==> config.mk <==
export PLATFORM = sky130hd
export DESIGN_NAME = mem_arbiter
export DESIGN_NICKNAME = d
export VERILOG_FILES = /design/src/rtl/mem_arbiter.sv
export SDC_FILE = /design/constraint.sdc
export NUM_CORES = 1
export LEC_CHECK = 0
export ABC_AREA = 1
export CAP_MARGIN = 10
export CELL_PAD_IN_SITES_DETAIL_PLACEMENT = 1
export CELL_PAD_IN_SITES_GLOBAL_PLACEMENT = 1
export CORE_UTILIZATION = 33
export CTS_CLUSTER_DIAMETER = 120
export DETAILED_ROUTE_END_ITERATION = 6
export PLACE_DENSITY_LB_ADDON = 0.1
export SYNTH_ARGS = -nofsm -noshare
export SYNTH_HDL_FRONTEND = slang
export SYNTH_SLANG_ARGS = --single-unit
==> constraint.sdc <==
create_clock -name clk -period 8.6 [get_ports clk]
set_input_delay 1.72 -clock clk [delete_from_list [all_inputs] [get_ports clk]]
set_output_delay 1.72 -clock clk [all_outputs]
set_load 0.02 [all_outputs]
==> src/rtl/mem_arbiter.sv <==
// Two-port (cpu / dma) round-robin arbiter in front of a single synchronous RAM.
// Each grant runs IDLE -> ACCESS -> ACK, with a one-cycle ack pulse to the winner.
module mem_arbiter #(
    parameter int AW = 16,
    parameter int DW = 16
) (
    input  logic          clk,
    input  logic          reset,
    input  logic          cpu_req,
    input  logic          cpu_we,
    input  logic [AW-1:0] cpu_addr,
    input  logic [DW-1:0] cpu_wdata,
    output logic [DW-1:0] cpu_rdata,
    output logic          cpu_ack,
    input  logic          dma_req,
    input  logic          dma_we,
    input  logic [AW-1:0] dma_addr,
    input  logic [DW-1:0] dma_wdata,
    output logic [DW-1:0] dma_rdata,
    output logic          dma_ack,
    output logic          mem_en,
    output logic          mem_we,
    output logic [AW-1:0] mem_addr,
    output logic [DW-1:0] mem_wdata,
    input  logic [DW-1:0] mem_rdata,
    output logic          owner,
    output logic          busy,
    output logic [7:0]    cpu_cnt,
    output logic [7:0]    dma_cnt
);

    localparam logic [1:0] IDLE   = 2'd0;
    localparam logic [1:0] ACCESS = 2'd1;
    localparam logic [1:0] ACK    = 2'd2;

    logic [1:0]    state;
    logic          lat_we;
    logic [DW-1:0] cpu_rdata_q;
    logic [DW-1:0] dma_rdata_q;
    logic          grant_dma;
    logic          any_req;
    logic          in_ack;

    // On a tie the port that was not granted last wins; owner resets to 1 so cpu wins first.
    always_comb begin
        any_req   = cpu_req | dma_req;
        grant_dma = dma_req & (~cpu_req | ~owner);
        in_ack    = (state == ACK);
    end

    always_ff @(posedge clk or posedge reset) begin
        if (reset) begin
            state       <= IDLE;
            owner       <= 1'b1;
            lat_we      <= 1'b0;
            mem_addr    <= '0;
            mem_wdata   <= '0;
            cpu_rdata_q <= '0;
            dma_rdata_q <= '0;
            cpu_cnt     <= '0;
            dma_cnt     <= '0;
        end else begin
            case (state)
                IDLE: begin
                    if (any_req) begin
                        owner     <= grant_dma;
                        lat_we    <= grant_dma ? dma_we    : cpu_we;
                        mem_addr  <= grant_dma ? dma_addr  : cpu_addr;
                        mem_wdata <= grant_dma ? dma_wdata : cpu_wdata;
                        state     <= ACCESS;
                    end
                end
                ACCESS: begin
                    state <= ACK;
                end
                ACK: begin
                    if (owner) begin
                        dma_cnt <= dma_cnt + 8'd1;
                        if (!lat_we)
                            dma_rdata_q <= mem_rdata;
                    end else begin
                        cpu_cnt <= cpu_cnt + 8'd1;
                        if (!lat_we)
                            cpu_rdata_q <= mem_rdata;
                    end
                    state <= IDLE;
                end
                default: state <= IDLE;
            endcase
        end
    end

    // Read data is forwarded straight from the RAM during the ack cycle, then held in the register.
    always_comb begin
        mem_en    = (state == ACCESS);
        mem_we    = (state == ACCESS) & lat_we;
        busy      = (state != IDLE);
        cpu_ack   = in_ack & ~owner;
        dma_ack   = in_ack & owner;
        cpu_rdata = (cpu_ack && !lat_we) ? mem_rdata : cpu_rdata_q;
        dma_rdata = (dma_ack && !lat_we) ? mem_rdata : dma_rdata_q;
    end

endmodule

==> impl_metrics.csv, run 1 <==
group,metric,value,unit
timing,max_slew_margin,0.2665,
clock_network,cts_made_buffers,9,
clock_network,cts_resized,0,
critical_path,cp.arrival,3.14,ns
critical_path,crit_required,6.88,ns
final_layout,finalInstanceArea,0.006218,mm^2
placement,dp_cells,788,
hold_path,min_path_type,"flip-flop to flip-flop",
critical_path,r2r_start,"owner",
die,die_area,0.01294,mm^2
clock_network,clk_latency,0.34,ns
flow_run,maxCapViolCount,0,
detailed_routing,drt_iter0_markers,180,
placement,place.gp.congestion,0.7434,
critical_path,r2r_end,"mem_addr[2]",
synthesis,synth_seq_cells,84,
detailed_routing,via_count,3654,
synthesis,avgSynthCellArea,8.807,um^2
detailed_routing,viasPerCell,4.545,
timing,finClkSkew,0.005840,ns
clock_network,holdBufCountCts,0,
timing,period_needed,4.856,ns
final_layout,regArea,0.002103,mm^2
final_layout,final_cells,804,
clock_network,clkSinkCount,84,
clock_network,h-tree-depth,3,
placement,place_area,0.005916,mm^2
hold_path,hp-start,"cpu_rdata_q[8]",
final_layout,drive_gt1_frac,0.1179,
final_layout,nets,719,
final_layout,multi_input_area,0.001649,mm^2
timing,hold_viol,0,
die,rows,40,
synthesis,yosysUniqueCellTypes,25,
final_layout,n_antenna_cell,0,
clock_network,clk_pin_slew,0.06,ns
synthesis,synth_area_leaders,"dfrtp_1 (50%), nand2_1 (11%), o21ai_2 (6.4%)",
detailed_routing,wirelength,11600,um
critical_path,path_max_fanout,4,
global_route,grt_usage,0.1923,
synthesis,syn-cell-area,0.004121,mm^2
placement,io_buffers,171,
synthesis,syn_inst,468,
critical_path,r2r_setup_slack,6.22,ns
synthesis,synth_top_area_share,0.5039,
critical_path,ff2ff_path_depth,6,
clock_network,clockBufferDepth,2,
final_layout,syn_to_final_growth,50.88,%
final_layout,fillCellCount,1438,
die,die_w,113.8,um
clock_network,post_cts_buffers,0,
detailed_routing,postRouteAntennaNets,0,
critical_path,critPathKind,"primary input to output pin",
power,ir_drop,0.0001327,V
clock_network,cts-root-buf,"clkbuf_16",
die,core_region_area,0.01211,mm^2
timing,tns,0,ns
synthesis,synth_nets,556,
hold_path,hold_depth,2,
power,power.leakage,0.002876,uW
die,start_util,0.3403,
timing,worst_pin_slew,1.100,ns
hold_path,worstHoldEndpoint,"cpu_rdata_q[8]",
global_route,grt_max_degree,85,
global_route,grt_pass1_wl,19450,um
detailed_routing,drc,0,
status,status,"finished clean",
timing,setup_viol,0,
critical_path,worstSetupEndpointType,"output pin",
timing,finalCritPeriodShare,0.5647,
clock_network,cts_tree,"done",
die,io_pins,172,
timing,hold-worst-slack,0.4748,ns
timing,final_max_slew_viol_count,0,
power,power_density,366.9,mW/mm^2
detailed_routing,avgRoutedWirePerCell,14.43,um
global_route,antenna_found_initial,0,
die,dieHeight,113.8,um
timing,rsz0062_at_grt,"no",
placement,hpwlAfterDp,8202,um
power,power,2281,uW
critical_path,worstSetupStartpointType,"primary input",
global_route,grt_pass1_vias,3994,
synthesis,synth_top_area_cell,"dfrtp_1",
synthesis,synth_warnings,0,
timing,max_freq,0.2059,GHz
detailed_routing,drt_pass1_iterations,4,
global_route,gr-total-overflow,0,
synthesis,ys_seq_area_frac,0.5103,
-- metal layers --
layer	share of wire	wire length [um]	vias to the layer above	global-route usage
met4	0.018	208	0	0.07895
met2	0.49	5722	105	0.3285
met1	0.41	4755	1716	0.2209
li1	-	-	1820	-
met5	0	0	-	0
met3	0.079	915	13	0.06429
-- power breakdown --
| part | total, uW | switching, uW | internal [uW] |
|---|---|---|---|
| clock | 398 | 159 | 239 |
| sequential | 691 | 114 | 577 |
| combinational | 1190 | 656 | 536 |
-- cell families (layout without fill, tap and decap cells) --
logic type	Yosys count	in the layout	share of synthesized area
AOI/OAI and AO/OA	113	113	0.1755
xor gates and xnor gates	8	8	0.01700
adders and majority gates	2	2	0.006071
buffers and inverters	80	248	0.08956
DFF	84	84	0.5103
and+or+nand+nor	181	181	0.2016
-- critical path: stages --
cell	delay, ns
clkdlybuf4s50_1	0.45
inv_1	0.09
o21ai_0	0.21
clkdlybuf4s50_1	0.66
-- placed cells by master, fill, tap and decap left out, drive strengths merged, types with 3 or more instances in the layout --
cell type,netlist,routed
o21ai,95,95
dfrtp,83,83
clkinv,0,5
clkdlybuf4s50,0,171
nor2,27,27
xnor2,3,3
nand3,10,10
xor2,5,5
nand2,139,139
inv,58,57
buf,18,3
clkbuf,4,11
o211ai,18,18
-- cell type report --
class	instances	area share
clock buffer	11	0.04064
clock inverter	5	0.008048
inverter	58	0.03521
multi-input combinational	304	0.2652
sequential	84	0.3382
tap	168	0.03380
timing repair buffer	174	0.2789
-- synth_stat cells (all sizes together) --
master,number
o21ai,95
buf,18
nor2,27
clkbuf,4
ha,2
xor2,5
inv,58
nand3b,1
dfstp,1
nor3,2
nand3,10
nand2,139
dfrtp,83
nand4,2
xnor2,3
o211ai,18
-- through the flow --
| stage | worst slack (ns) | util |
|---|---|---|
| after detailed placement | 3.744 | 0.4884 |
| after global routing | 3.591 | 0.5134 |
| after CTS | 3.723 | 0.5134 |
| final | 3.744 | 0.5134 |
| after global placement | 3.767 | 0.4884 |
| after floorplan | 4.596 | - |
-- flip-flops by register name, indices dropped and copies added (netlist names) --
signal	count
mem_wdata	16
lat_we	1
owner	1
dma_rdata_q	16
state	2
mem_addr	16
dma_cnt	8
cpu_rdata_q	16
cpu_cnt	8
-- worst max path at each step --
stage / startpoint / to
finish: mem_rdata[8] / dma_rdata[8]
global route: owner / dma_rdata[14]
CTS: mem_rdata[12] / cpu_rdata[12]
detailed placement: mem_rdata[12] / cpu_rdata[12]
global placement: mem_rdata[5] / dma_rdata[5]
floorplan: mem_rdata[15] / cpu_rdata[15]
Note: power is estimated with default switching activity, not from simulation.
==> inputs of run 2 (changes only) <==
--- a/config.mk
+++ b/config.mk
@@ -9,7 +9,7 @@
 export CAP_MARGIN = 10
 export CELL_PAD_IN_SITES_DETAIL_PLACEMENT = 1
 export CELL_PAD_IN_SITES_GLOBAL_PLACEMENT = 1
-export CORE_UTILIZATION = 33
+export CORE_UTILIZATION = 31
 export CTS_CLUSTER_DIAMETER = 120
 export DETAILED_ROUTE_END_ITERATION = 6
 export PLACE_DENSITY_LB_ADDON = 0.1
==> constraint.sdc (replaced) <==
create_clock -name clk -period 4.56 [get_ports clk]
set_input_delay 0.912 -clock clk [delete_from_list [all_inputs] [get_ports clk]]
set_output_delay 0.912 -clock clk [all_outputs]
set_load 0.02 [all_outputs]
==> impl_metrics.csv, run 2 (synthesized netlist as in run 1, its figures left out) <==
group,metric,value,unit
power,ir_drop,0.0002252,V
global_route,gr-total-overflow,0,
clock_network,clk_latency,0.33,ns
global_route,grt_usage,0.1765,
detailed_routing,avgRoutedWirePerCell,14.37,um
critical_path,cp.arrival,2.88,ns
critical_path,r2r_start,"owner",
clock_network,clk_pin_slew,0.06,ns
final_layout,nets,721,
power,power_density,688.7,mW/mm^2
hold_path,min_path_type,"flip-flop to flip-flop",
final_layout,n_antenna_cell,0,
power,p_sw_frac,0.4068,
detailed_routing,drc,0,
detailed_routing,postRouteAntennaNets,0,
power,combPwrFrac,0.528,
clock_network,holdBufCountCts,0,
power,power.share.sequential,0.304,
power,power.leakage,0.002870,uW
timing,finClkSkew,0.006323,ns
critical_path,worstSetupEndpointType,"output pin",
clock_network,cts_tree,"done",
global_route,use_met2,0.3036,
placement,place_area,0.005936,mm^2
global_route,grt_pass1_vias,3952,
die,io_pins,172,
die,dieHeight,117.3,um
timing,tns,0,ns
critical_path,worstSetupStartpointType,"flip-flop",
timing,max_slew_margin,0.2937,
timing,period_needed,3.794,ns
clock_network,cts_made_buffers,9,
detailed_routing,viasPerCell,4.540,
critical_path,r2r_setup_slack,2.55,ns
final_layout,finalInstanceArea,0.006221,mm^2
detailed_routing,drt_iter0_markers,102,
critical_path,ff2ff_path_depth,5,
timing,hold_viol,0,
placement,io_buffers,171,
die,rows,41,
critical_path,r2r_end,"dma_rdata_q[13]",
critical_path,path_max_fanout,48,
power,p_clk_frac,0.168,
detailed_routing,wirelength,11620,um
global_route,antenna_found_initial,0,
status,status,"finished clean",
critical_path,critPathKind,"flip-flop to output pin",
placement,place.gp.congestion,0.7424,
global_route,top_usage_layer,"met2",
timing,finalCritPeriodShare,0.8321,
final_layout,final_cell_mix,"clkdlybuf4s50_1 (171), nand2_1 (120), dfrtp_1 (83), inv_1 (55), o21ai_0 (43)",
timing,setup_viol,0,
timing,max_freq,0.2636,GHz
detailed_routing,via_count,3673,
final_layout,drive_gt1_frac,0.1146,
global_route,grt_max_degree,52,
critical_path,startpoint,"owner",
clock_network,clkSinkCount,84,
critical_path,crit_path_end,"dma_rdata[13]",
die,die_area,0.01376,mm^2
final_layout,final_common_cell,"clkdlybuf4s50_1",
die,start_util,0.3227,
final_layout,syn_to_final_growth,50.94,%
clock_network,cts_resized,0,
global_route,grt_pass1_wl,19700,um
critical_path,crit_required,3.65,ns
flow_run,maxCapViolCount,0,
placement,hpwlAfterDp,8513,um
timing,final_max_slew_viol_count,0,
die,die_w,117.3,um
die,core_region_area,0.01277,mm^2
global_route,grtUsageMet1,0.2008,
clock_network,post_cts_buffers,0,
detailed_routing,drt_pass1_iterations,4,
clock_network,cts-root-buf,"clkbuf_16",
power,switching_power,1743,uW
timing,worst_pin_slew,1.056,ns
timing,rsz0062_at_grt,"no",
clock_network,h-tree-depth,3,
power,power.internal,2541,uW
global_route,grtUsageMet3,0.06372,
clock_network,clockBufferDepth,2,
## run 2: per-layer routing
metal	wire (um)	vias up
met3	1028	9
li1	-	1823
met5	0	-
met1	4856	1732
met2	5597	109
met4	142	0
## run 2: power groups by stage
stage	Combinational (uW)	Sequential (uW)	Clock [uW]
6_report	2260	1300	720
5_1_grt	2460	1350	768
4_1_cts	2300	1310	739
3_5_place_dp	2290	1320	0
3_3_place_gp	2250	1300	0
2_1_floorplan	1080	1500	0
## run 2: area by class of cell
class / instances / area, um^2
flip-flops and latches: 84 / 2103
multi-input cells: 304 / 1649
inverters: 58 / 219.0
well taps: 172 / 215.2
fillers: 1486 / 6553
repair buffers: 176 / 1749
clock inverters: 2 / 35.03
clock buffers: 13 / 250.2
## run 2: worst min-delay path by stage
stage | start | to | slack [ns] | cells after the start
floorplan | cpu_rdata_q[10] | cpu_rdata_q[10] | 0.44 | 2
global placement | dma_rdata_q[8] | dma_rdata_q[8] | 0.45 | 2
detailed placement | dma_rdata_q[9] | dma_rdata_q[9] | 0.46 | 2
CTS | dma_rdata_q[9] | dma_rdata_q[9] | 0.48 | 2
global route | mem_wdata[8] | mem_wdata[8] | 0.51 | 2
finish | dma_rdata_q[15] | dma_rdata_q[15] | 0.47 | 2
## run 2: worst max-delay path, stage by stage (launching register included)
cell             delay, ns
dfstp_2               0.59
nand3_2               0.15
inv_2                 0.13
nand2_2               0.57
o21ai_0               0.42
clkdlybuf4s50_1       0.67
## run 2: per-stage QoR
stage | setup WS [ns] | cells | power [uW] | util | hold WS (ns)
global placement | 1.194 | 794 | 3542 | 0.4647 | 0.4535
detailed placement | 1.061 | 794 | 3609 | 0.4647 | 0.4623
CTS | 0.7023 | 809 | 4356 | 0.4870 | 0.4761
global route | 0.5091 | 809 | 4573 | 0.4870 | 0.5058
floorplan | 1.485 | 468 | 2582 | - | 0.4428
finish | 0.7657 | 809 | 4284 | 0.4870 | 0.4703
==> inputs of run 3 (changes only) <==
--- a/config.mk
+++ b/config.mk
@@ -9,7 +9,7 @@
 export CAP_MARGIN = 10
 export CELL_PAD_IN_SITES_DETAIL_PLACEMENT = 1
 export CELL_PAD_IN_SITES_GLOBAL_PLACEMENT = 1
-export CORE_UTILIZATION = 31
+export CORE_UTILIZATION = 28
 export CTS_CLUSTER_DIAMETER = 120
 export DETAILED_ROUTE_END_ITERATION = 6
 export PLACE_DENSITY_LB_ADDON = 0.1
==> constraint.sdc (replaced) <==
create_clock -name clk -period 3.4 [get_ports clk]
set_input_delay 0.68 -clock clk [delete_from_list [all_inputs] [get_ports clk]]
set_output_delay 0.68 -clock clk [all_outputs]
set_load 0.02 [all_outputs]
==> impl_metrics.csv, run 3 (synthesized netlist as in run 1, its figures left out) <==
group,metric,value,unit
clock_network,cts_resized,0,
final_layout,final_cell_mix,"clkdlybuf4s50_1 (171), nand2_1 (120), dfrtp_1 (83), inv_1 (55), o21ai_0 (43)",
critical_path,critPathKind,"flip-flop to output pin",
power,p_clk_frac,0.172,
critical_path,ff2ff_path_depth,5,
timing,max_slew_margin,0.5849,
detailed_routing,via_count,3724,
critical_path,path_max_fanout,16,
power,power.share.sequential,0.301,
timing,worst_pin_slew,0.6217,ns
detailed_routing,postRouteAntennaNets,0,
clock_network,post_cts_buffers,0,
power,power.leakage,0.002889,uW
critical_path,crit_required,2.72,ns
clock_network,clkSinkCount,84,
power,p_sw_frac,0.4072,
status,status,"finished clean",
die,core_region_area,0.01410,mm^2
timing,final_max_slew_viol_count,0,
power,switching_power,2347,uW
timing,setup_viol,0,
timing,setup_ws,0.2315,ns
global_route,grtUsageMet3,0.08718,
hold_path,worstHoldEndpoint,"dma_rdata_q[9]",
critical_path,r2r_start,"owner",
power,power.internal,3416,uW
detailed_routing,viasPerCell,4.553,
global_route,grt_max_degree,57,
timing,rsz0062_at_grt,"no",
global_route,grtUsageMet1,0.1837,
final_layout,nets,722,
power,combPwrFrac,0.527,
critical_path,worstSetupStartpointType,"flip-flop",
detailed_routing,drt_iter0_markers,89,
die,die_area,0.01521,mm^2
global_route,antenna_found_initial,0,
clock_network,clk_pin_slew,0.06,ns
timing,period_needed,3.169,ns
final_layout,n_antenna_cell,0,
global_route,grt_pass1_wl,18860,um
hold_path,hp-start,"dma_rdata_q[9]",
die,rows,43,
placement,pre_cts_slack,0.5539,ns
timing,finalCritPeriodShare,0.9319,
timing,tns,0,ns
hold_path,min_path_type,"flip-flop to flip-flop",
final_layout,syn_to_final_growth,52.12,%
clock_network,clockBufferDepth,2,
timing,finClkSkew,0.006477,ns
global_route,top_usage_layer,"met2",
detailed_routing,drc,0,
critical_path,r2r_setup_slack,1.60,ns
critical_path,r2r_end,"lat_we",
clock_network,cts-root-buf,"clkbuf_16",
detailed_routing,drt_pass1_iterations,4,
global_route,use_met2,0.2706,
global_route,gr-total-overflow,0,
power,power_density,919.0,mW/mm^2
timing,hold_viol,0,
timing,hold-worst-slack,0.4708,ns
placement,place.gp.congestion,0.7266,
critical_path,worstSetupEndpointType,"output pin",
power,ir_drop,0.0003005,V
clock_network,cts_made_buffers,9,
die,die_w,123.3,um
timing,max_freq,0.3156,GHz
die,dieHeight,123.3,um
placement,hpwlAfterDp,8549,um
detailed_routing,wirelength,11690,um
final_layout,final_common_cell,"clkdlybuf4s50_1",
global_route,grt_pass1_vias,3776,
flow_run,maxCapViolCount,0,
global_route,grt_usage,0.1641,
clock_network,clk_latency,0.35,ns
critical_path,cp.arrival,2.49,ns
hold_path,hold_depth,2,
clock_network,cts_tree,"done",
clock_network,h-tree-depth,3,
final_layout,final_util,0.4448,
detailed_routing,avgRoutedWirePerCell,14.29,um
die,io_pins,172,
clock_network,holdBufCountCts,0,
die,start_util,0.2924,
final_layout,drive_gt1_frac,0.1207,
placement,io_buffers,171,
## run 3: cell count changes in the layout (fill, tap and decap cells not counted), sizes merged
cell / before / now
clkbuf: 13 / 10
clkinv: 2 / 4
clkinvlp: 0 / 1
buf: 5 / 6
## run 3: through the flow
stage,cells,instance area (um^2),total power [uW]
after floorplan,468,4121,3463
after global placement,803,5978,4780
after detailed placement,803,5978,4846
after CTS,818,6270,5880
after global routing,818,6270,6177
final,818,6270,5762
## run 3: worst max-delay path by stage
stage / startpoint / to / slack (ns) / cells after the start
2_1_floorplan: reset / cpu_cnt[0] / 0.56 / 1
3_3_place_gp: mem_rdata[9] / dma_rdata[9] / 0.59 / 4
3_5_place_dp: state[0] / cpu_rdata[10] / 0.55 / 7
4_1_cts: state[0] / cpu_rdata[10] / 0.17 / 7
5_1_grt: state[0] / cpu_rdata[10] / 0.08 / 7
6_report: state[0] / cpu_rdata[10] / 0.23 / 7
## run 3: critical path, stage by stage, from the launching register on
cell	delay, ns
dfrtp_1	0.36
inv_1	0.17
nand2_2	0.09
nor2_4	0.18
nand2_2	0.21
buf_4	0.27
o21ai_0	0.22
clkdlybuf4s50_1	0.64
## run 3: cell type report
| cell class | count | area [um^2] |
|---|---|---|
| clock buffers | 10 | 239.0 |
| clock inverters | 5 | 52.55 |
| fillers | 1668 | 7826 |
| inverters | 58 | 219.0 |
| multi-input cells | 304 | 1649 |
| flip-flops and latches | 84 | 2103 |
| well taps | 180 | 225.2 |
| repair buffers | 177 | 1782 |
## run 3: routing by layer
layer,wire length [um],vias to the layer above
met2,5490,113
met1,4834,1776
met3,1234,10
met4,130,0
met5,0,-
li1,-,1825
## run 3: power by group through the flow
stage / registers (uW) / clock network [uW] / logic [uW]
floorplan: 2020 / 0 / 1450
global placement: 1740 / 0 / 3040
detailed placement: 1750 / 0 / 3090
CTS: 1750 / 1030 / 3100
global route: 1790 / 1060 / 3320
finish: 1740 / 991 / 3040
